**config.mk**
```make
export PLATFORM = sky130hd
export DESIGN_NAME = tcb_fc_layer_flat
export DESIGN_NICKNAME = d
export VERILOG_FILES = /design/src/rtl/tcb_fc_layer_if.sv /design/src/rtl/tcb_fc_layer.sv /design/src/flat_wrapper.sv
export SDC_FILE = /design/constraint.sdc
export NUM_CORES = 2
export LEC_CHECK = 0
export CAP_MARGIN = 15
export CORE_ASPECT_RATIO = 1.2
export CORE_UTILIZATION = 50
export DETAILED_ROUTE_END_ITERATION = 6
export PLACE_DENSITY = 0.76
export SLEW_MARGIN = 5
export SYNTH_ARGS = -nofsm -noshare
export SYNTH_HDL_FRONTEND = slang
export SYNTH_SLANG_ARGS = --single-unit
```
**constraint.sdc**
```tcl
create_clock -name clk -period 10.4 [get_ports clk]
set_input_delay 2.08 -clock clk [delete_from_list [all_inputs] [get_ports clk]]
set_output_delay 2.08 -clock clk [all_outputs]
set_load 0.01 [all_outputs]
```
**src/rtl/tcb_fc_layer_if.sv**
```systemverilog
// tcb_fc_layer_if: vector, start/done and weight ROM signals of one fully-connected layer
interface tcb_fc_layer_if #(
  parameter int N_IN  = 16,
  parameter int N_OUT = 10,
  parameter int LANES = 2,
  parameter int IN_W  = 19,
  parameter int W_W   = 8,
  parameter int ACC_W = 28,
  parameter int AW    = $clog2((N_OUT/LANES)*(N_IN+1))
);
  logic [N_IN*IN_W-1:0]   layer_in;
  logic                   valid;
  logic [AW-1:0]          w_addr;
  logic                   w_en;
  logic [LANES*W_W-1:0]   w_rdata;
  logic [N_OUT*ACC_W-1:0] layer_out;
  logic                   ready;
  logic                   busy;
  modport master (output layer_in, valid, w_rdata, input w_addr, w_en, layer_out, ready, busy);
  modport slave  (input layer_in, valid, w_rdata, output w_addr, w_en, layer_out, ready, busy);
endinterface

```
**src/rtl/tcb_fc_layer.sv**
```systemverilog
// tcb_fc_layer: time-multiplexed fully-connected layer, LANES MACs fed from a synchronous weight ROM
module tcb_fc_layer #(
  parameter int N_IN      = 16,
  parameter int N_OUT     = 10,
  parameter int LANES     = 2,
  parameter int IN_W      = 19,
  parameter bit IN_SIGNED = 0,
  parameter int W_W       = 8,
  parameter int ACC_W     = 28,
  parameter bit RELU      = 1,
  parameter int AW        = $clog2((N_OUT/LANES)*(N_IN+1))
) (
  input logic clk,
  input logic rst,
  tcb_fc_layer_if.slave bus
);
  localparam int G  = N_OUT/LANES;
  localparam int IW = $clog2(N_IN+1);
  localparam int GW = (G > 1) ? $clog2(G) : 1;
  localparam logic [2:0] IDLE  = 3'd0;
  localparam logic [2:0] RUN   = 3'd1;
  localparam logic [2:0] LAST  = 3'd2;
  localparam logic [2:0] STORE = 3'd3;
  localparam logic [2:0] DONE  = 3'd4;
  logic [2:0]             state_q, state_d;
  logic [IW-1:0]          i_q, i_d;
  logic [GW-1:0]          g_q, g_d;
  logic [AW-1:0]          addr_q, addr_d;
  logic [N_IN*IN_W-1:0]   in_q, in_d;
  logic [N_OUT*ACC_W-1:0] out_q, out_d;
  logic [ACC_W-1:0]       acc_q [LANES];
  logic [ACC_W-1:0]       acc_d [LANES];
  logic [IW-1:0]          sel;
  logic [IN_W-1:0]        x;
  logic [ACC_W-1:0]       op;
  logic                   acc_en, acc_clr;
  assign bus.w_en      = state_q == RUN;
  assign bus.w_addr    = bus.w_en ? addr_q : '0;
  assign bus.layer_out = out_q;
  assign bus.ready     = state_q == DONE;
  assign bus.busy      = state_q != IDLE;
  always_comb begin
    // ROM data lags the address by one cycle, so RUN with i>0 consumes input i-1 and LAST the bias row
    sel     = (i_q == '0) ? '0 : i_q - 1'b1;
    x       = in_q[sel*IN_W +: IN_W];
    op      = (state_q == LAST) ? ACC_W'(1) : {{(ACC_W-IN_W){IN_SIGNED && x[IN_W-1]}}, x};
    acc_en  = (state_q == RUN && i_q != '0) || state_q == LAST;
    acc_clr = !(state_q == RUN || state_q == LAST);
    for (int l = 0; l < LANES; l++)
      acc_d[l] = acc_clr ? '0 :
                 acc_en  ? acc_q[l] + op * {{(ACC_W-W_W){bus.w_rdata[l*W_W+W_W-1]}}, bus.w_rdata[l*W_W +: W_W]} :
                           acc_q[l];
    out_d = out_q;
    for (int j = 0; j < N_OUT; j++)
      if (state_q == STORE && 32'(g_q) == j/LANES)
        out_d[j*ACC_W +: ACC_W] = (RELU && acc_q[j%LANES][ACC_W-1]) ? '0 : acc_q[j%LANES];
    state_d = state_q;
    i_d     = i_q;
    g_d     = g_q;
    addr_d  = addr_q;
    in_d    = in_q;
    case (state_q)
      IDLE: if (bus.valid) begin
        in_d    = bus.layer_in;
        i_d     = '0;
        g_d     = '0;
        addr_d  = '0;
        state_d = RUN;
      end
      RUN: begin
        addr_d  = addr_q + 1'b1;
        i_d     = (i_q == IW'(N_IN)) ? i_q : i_q + 1'b1;
        state_d = (i_q == IW'(N_IN)) ? LAST : RUN;
      end
      LAST: state_d = STORE;
      STORE: begin
        i_d     = '0;
        g_d     = (g_q == GW'(G-1)) ? g_q : g_q + 1'b1;
        state_d = (g_q == GW'(G-1)) ? DONE : RUN;
      end
      default: state_d = IDLE;
    endcase
  end
  always_ff @(posedge clk) begin
    if (rst) begin
      state_q <= IDLE;
      i_q     <= '0;
      g_q     <= '0;
      addr_q  <= '0;
      in_q    <= '0;
      out_q   <= '0;
      acc_q   <= '{default: '0};
    end else begin
      state_q <= state_d;
      i_q     <= i_d;
      g_q     <= g_d;
      addr_q  <= addr_d;
      in_q    <= in_d;
      out_q   <= out_d;
      acc_q   <= acc_d;
    end
  end
endmodule

```
**src/flat_wrapper.sv**
```systemverilog
// flat-port wrapper written by rule: the top's interface ports become plain ports
module tcb_fc_layer_flat 
#(
  parameter int N_IN      = 16,
  parameter int N_OUT     = 10,
  parameter int LANES     = 2,
  parameter int IN_W      = 19,
  parameter bit IN_SIGNED = 0,
  parameter int W_W       = 8,
  parameter int ACC_W     = 28,
  parameter bit RELU      = 1,
  parameter int AW        = $clog2((N_OUT/LANES)*(N_IN+1))
)
  (clk, rst, bus_layer_in, bus_valid, bus_w_rdata, bus_w_addr, bus_w_en, bus_layer_out, bus_ready, bus_busy);
  tcb_fc_layer_if #(.N_IN(N_IN), .N_OUT(N_OUT), .LANES(LANES), .IN_W(IN_W), .W_W(W_W), .ACC_W(ACC_W), .AW(AW)) bus_i ();
  input logic clk;
  input logic rst;
  input wire logic [$bits(bus_i.layer_in)-1:0] bus_layer_in;
  input wire logic [$bits(bus_i.valid)-1:0] bus_valid;
  input wire logic [$bits(bus_i.w_rdata)-1:0] bus_w_rdata;
  output wire logic [$bits(bus_i.w_addr)-1:0] bus_w_addr;
  output wire logic [$bits(bus_i.w_en)-1:0] bus_w_en;
  output wire logic [$bits(bus_i.layer_out)-1:0] bus_layer_out;
  output wire logic [$bits(bus_i.ready)-1:0] bus_ready;
  output wire logic [$bits(bus_i.busy)-1:0] bus_busy;
  assign bus_i.layer_in = bus_layer_in;
  assign bus_i.valid = bus_valid;
  assign bus_i.w_rdata = bus_w_rdata;
  assign bus_w_addr = bus_i.w_addr;
  assign bus_w_en = bus_i.w_en;
  assign bus_layer_out = bus_i.layer_out;
  assign bus_ready = bus_i.ready;
  assign bus_busy = bus_i.busy;
  tcb_fc_layer #(.N_IN(N_IN), .N_OUT(N_OUT), .LANES(LANES), .IN_W(IN_W), .IN_SIGNED(IN_SIGNED), .W_W(W_W), .ACC_W(ACC_W), .RELU(RELU), .AW(AW)) u_core (.clk(clk), .rst(rst), .bus(bus_i));
endmodule
```
==> impl_metrics.yaml <==
run_status:
  status: "finished clean"
floorplanning:
  die_x_microns: 254
  core_area_sq_mm: 0.0751
  dieArea_sq_mm: 0.0773
  row_count: 110
  start_util_pct: 50.7
  ios: 613
  chipHeight_microns: 304
detailed_routing:
  route.final.wire_length_microns: 132000
  vias: 35272
  drc: 0
  via_per_inst: 5.69
  wl_per_cell_microns: 21.3
  first_pass_iters: 6
  drtAntennaViolNets: 0
  first_iter_violations: 3015
timing:
  hold_viol: 0
  period_share_pct: 83.4
  fmaxAchievable_mhz: 115
  setup_viol: 0
  rsz0062_at_grt: "no"
  tightestPinTransition_ns: 1.28
  slew_viol_final: 0
  fin_skew_ns: 0.0292
  period_minus_slack_ns: 8.68
  max-slew-margin-rel_pct: 14.6
  finalSetupTns_ns: 0
global_route:
  antenna_found_initial: 3
  grt_pass1_vias: 33796
  grt_overflow: 0
  grt_usage_pct: 33.5
  grt_max_degree: 238
  grt_pass1_wl_microns: 199000
cells_and_area:
  ff_latch_area_sq_mm: 0.0130
  nets: 5869
  fill_cells: 6676
  postLayoutCellArea_sq_mm: 0.0467
  multi_input_area_sq_mm: 0.0226
  drive_gt1_share_pct: 4.62
  area.growth.synth_to_final_pct: 22.6
  final_util_pct: 62.1
worst_setup_path:
  path_class: "flip-flop to flip-flop"
  required_ns: 10.94
  cp-start-kind: "flip-flop"
  critPathArrivalTime_ns: 9.21
  r2r_cells: 26
  path_max_fanout: 30
  cp-end-kind: "flip-flop"
cts:
  postCtsHoldBufs: 0
  insertion_delay_ns: 0.63
  cts_tree: "done"
  clock_path_buffers: 3
  cts_made_buffers: 68
  htree_levels: 3
  cts-root-buf: "clkbuf_16"
  clkSlewWorstSetupHoldPaths_ns: 0.07
  postCtsSetupBuffers: 0
  cts-resized-gates: 0
  clock-sinks: 648
yosys:
  ys_types: 80
  postSynthCellCount: 4756
  synthesis.area_sq_mm: 0.0381
  ys.flop_type: "dfxtp_1"
  yosysWarningCount: 0
  syn_area_per_cell_sq_um: 8.01
  ys_seq_area_share_pct: 34.1
  async_reset_ff_share_pct: 0
  synth_edf_count: 0
  ys_ff_latch: 648
place:
  dpl.hpwl_microns: 98100
  place_congestion: 0.975
  portBuffers: 602
  dpl_cell_area_sq_mm: 0.0443
worst_hold_path:
  hold_path_class: "flip-flop to flip-flop"
  worstHoldPathCells: 2
power:
  power_density_mw_per_mm2: 219
  vdd_ir_drop_max_v: 0.000194
  p_leak_uw: 0.0184
flow_run:
  maxCapViolations: 0
==> routing by layer <==
layer	vias up	track usage, %	routed length (microns)
met5	-	0	38
met4	6	18.5	7810
met3	344	6.59	11200
met2	1749	54.1	61500
met1	16795	42.0	51400
li1	16378	-	-
==> cell usage in the layout (no fill, tap or decap), drive strengths merged, types with 7 or more instances in the layout <==
cell              n
nand2          1377
clkinv           20
o2bb2ai          12
a31oi            17
conb             10
fa              256
a2bb2oi           7
nand3            60
nor2b            19
and4              9
mux2              9
clkdlybuf4s50   601
nand4            12
o211ai           18
o311ai            8
a211oi           14
a21o             28
buf              50
o21a             10
mux2i            58
o22ai            18
nand2b           18
nor3             97
ha              148
inv             297
a32o              7
o221ai           17
clkbuf           91
and3             38
xnor2            31
o21ai           101
or2              13
a21oi           689
and2             74
or3              41
dfxtp           648
xor2             13
mux4             32
nor2            158
==> cell usage after synthesis, types with 16 or more instances <==
cell | number | area, sq um
a21oi_1 | 687 | 3440
nor2b_1 | 19 | 119
o21ai_0 | 92 | 460
and2_1 | 73 | 457
nand3_1 | 60 | 300
o221ai_1 | 17 | 149
or3_1 | 41 | 257
nor3_1 | 95 | 475
o211ai_1 | 18 | 135
nand2_1 | 1377 | 5170
dfxtp_1 | 648 | 13000
fa_1 | 256 | 5120
o22ai_1 | 18 | 113
nor2_1 | 157 | 589
mux2i_1 | 58 | 581
buf_1 | 21 | 78.8
ha_1 | 148 | 1850
xnor2_1 | 31 | 272
a21o_1 | 28 | 210
inv_1 | 294 | 1100
and3_1 | 38 | 238
a31oi_1 | 16 | 100
clkbuf_1 | 254 | 953
buf_2 | 39 | 195
nand2b_1 | 18 | 113
mux4_2 | 32 | 721
==> sequential cells by signal, summed over array words and instances, names as in the netlist <==
signal and count:
u_core.in_q 304, u_core.bus.layer_out 270, u_core.acc_q 56, u_core.addr_q 7, u_core.i_q 5, u_core.g_q 3, u_core.state_q 3
==> cell families after synthesis <==
family,after synthesis,synth area share [%]
AND/OR/NAND/NOR,1934,21.4
AO/OA/AOI/OAI,987,14.6
flip-flops,648,34.1
buffers and inverters,639,6.94
adder cells (fa/ha/maj),404,18.3
multiplexers,99,3.68
XOR/XNOR,44,1.01
other,1,0.00985
==> worst max-delay path, stage by stage (launching register included) <==
cell and delay [ns]:
dfxtp_2 0.32, inv_1 0.10, ha_1 0.25, buf_4 0.27
o21a_1 0.35, buf_4 0.31, o21ai_4 0.79, nor2_1 0.21
o311a_1 0.47, a311o_1 0.40, o31ai_4 0.18, buf_4 0.33
or2_2 0.18, fa_1 0.43, fa_1 0.49, inv_1 0.05
fa_1 0.45, fa_1 0.53, fa_1 0.42, ha_1 0.38
o21ai_0 0.11, a21oi_1 0.27, o211ai_1 0.20, a2111oi_0 0.56
nor3_1 0.12, nor4b_1 0.17, nor3_1 0.18
==> power by group <==
part	leakage, uW	internal (uW)	switching, uW
combinational	0.0120	2000	3050
sequential	0.00527	2560	54.1
clock	0.00116	1480	1070
==> metrics by stage <==
step	total power, uW	hold slack (ns)	instances	setup slack, ns
2_1_floorplan	6250	0.425	4765	3.33
3_3_place_gp	7520	0.436	6080	2.07
4_1_cts	10100	0.451	6200	1.91
5_1_grt	10900	0.464	6200	1.48
3_5_place_dp	7560	0.444	6080	1.96
6_report	10200	0.448	6201	1.72
==> cell type report <==
class,count,share of cell area [%]
multi-input combinational,3478,48.3
sequential,648,27.8
timing repair buffer,651,13.8
clock buffer,91,4.18
tap,1008,2.70
inverter,295,2.37
clock inverter,29,0.833
antenna,1,0.00536
==> final timing paths <==
kind / startpoint / slack [ns] / endpoint
worst max register to register: u_core.i_q[0] / 1.72 / u_core.acc_q[52]
worst min-delay path: u_core.acc_q[30] / 0.45 / u_core.acc_q[30]
worst max-delay path: u_core.i_q[0] / 1.72 / u_core.acc_q[52]
worst min register to register: u_core.acc_q[30] / 0.45 / u_core.acc_q[30]
Power figures use the tool's default switching activity.
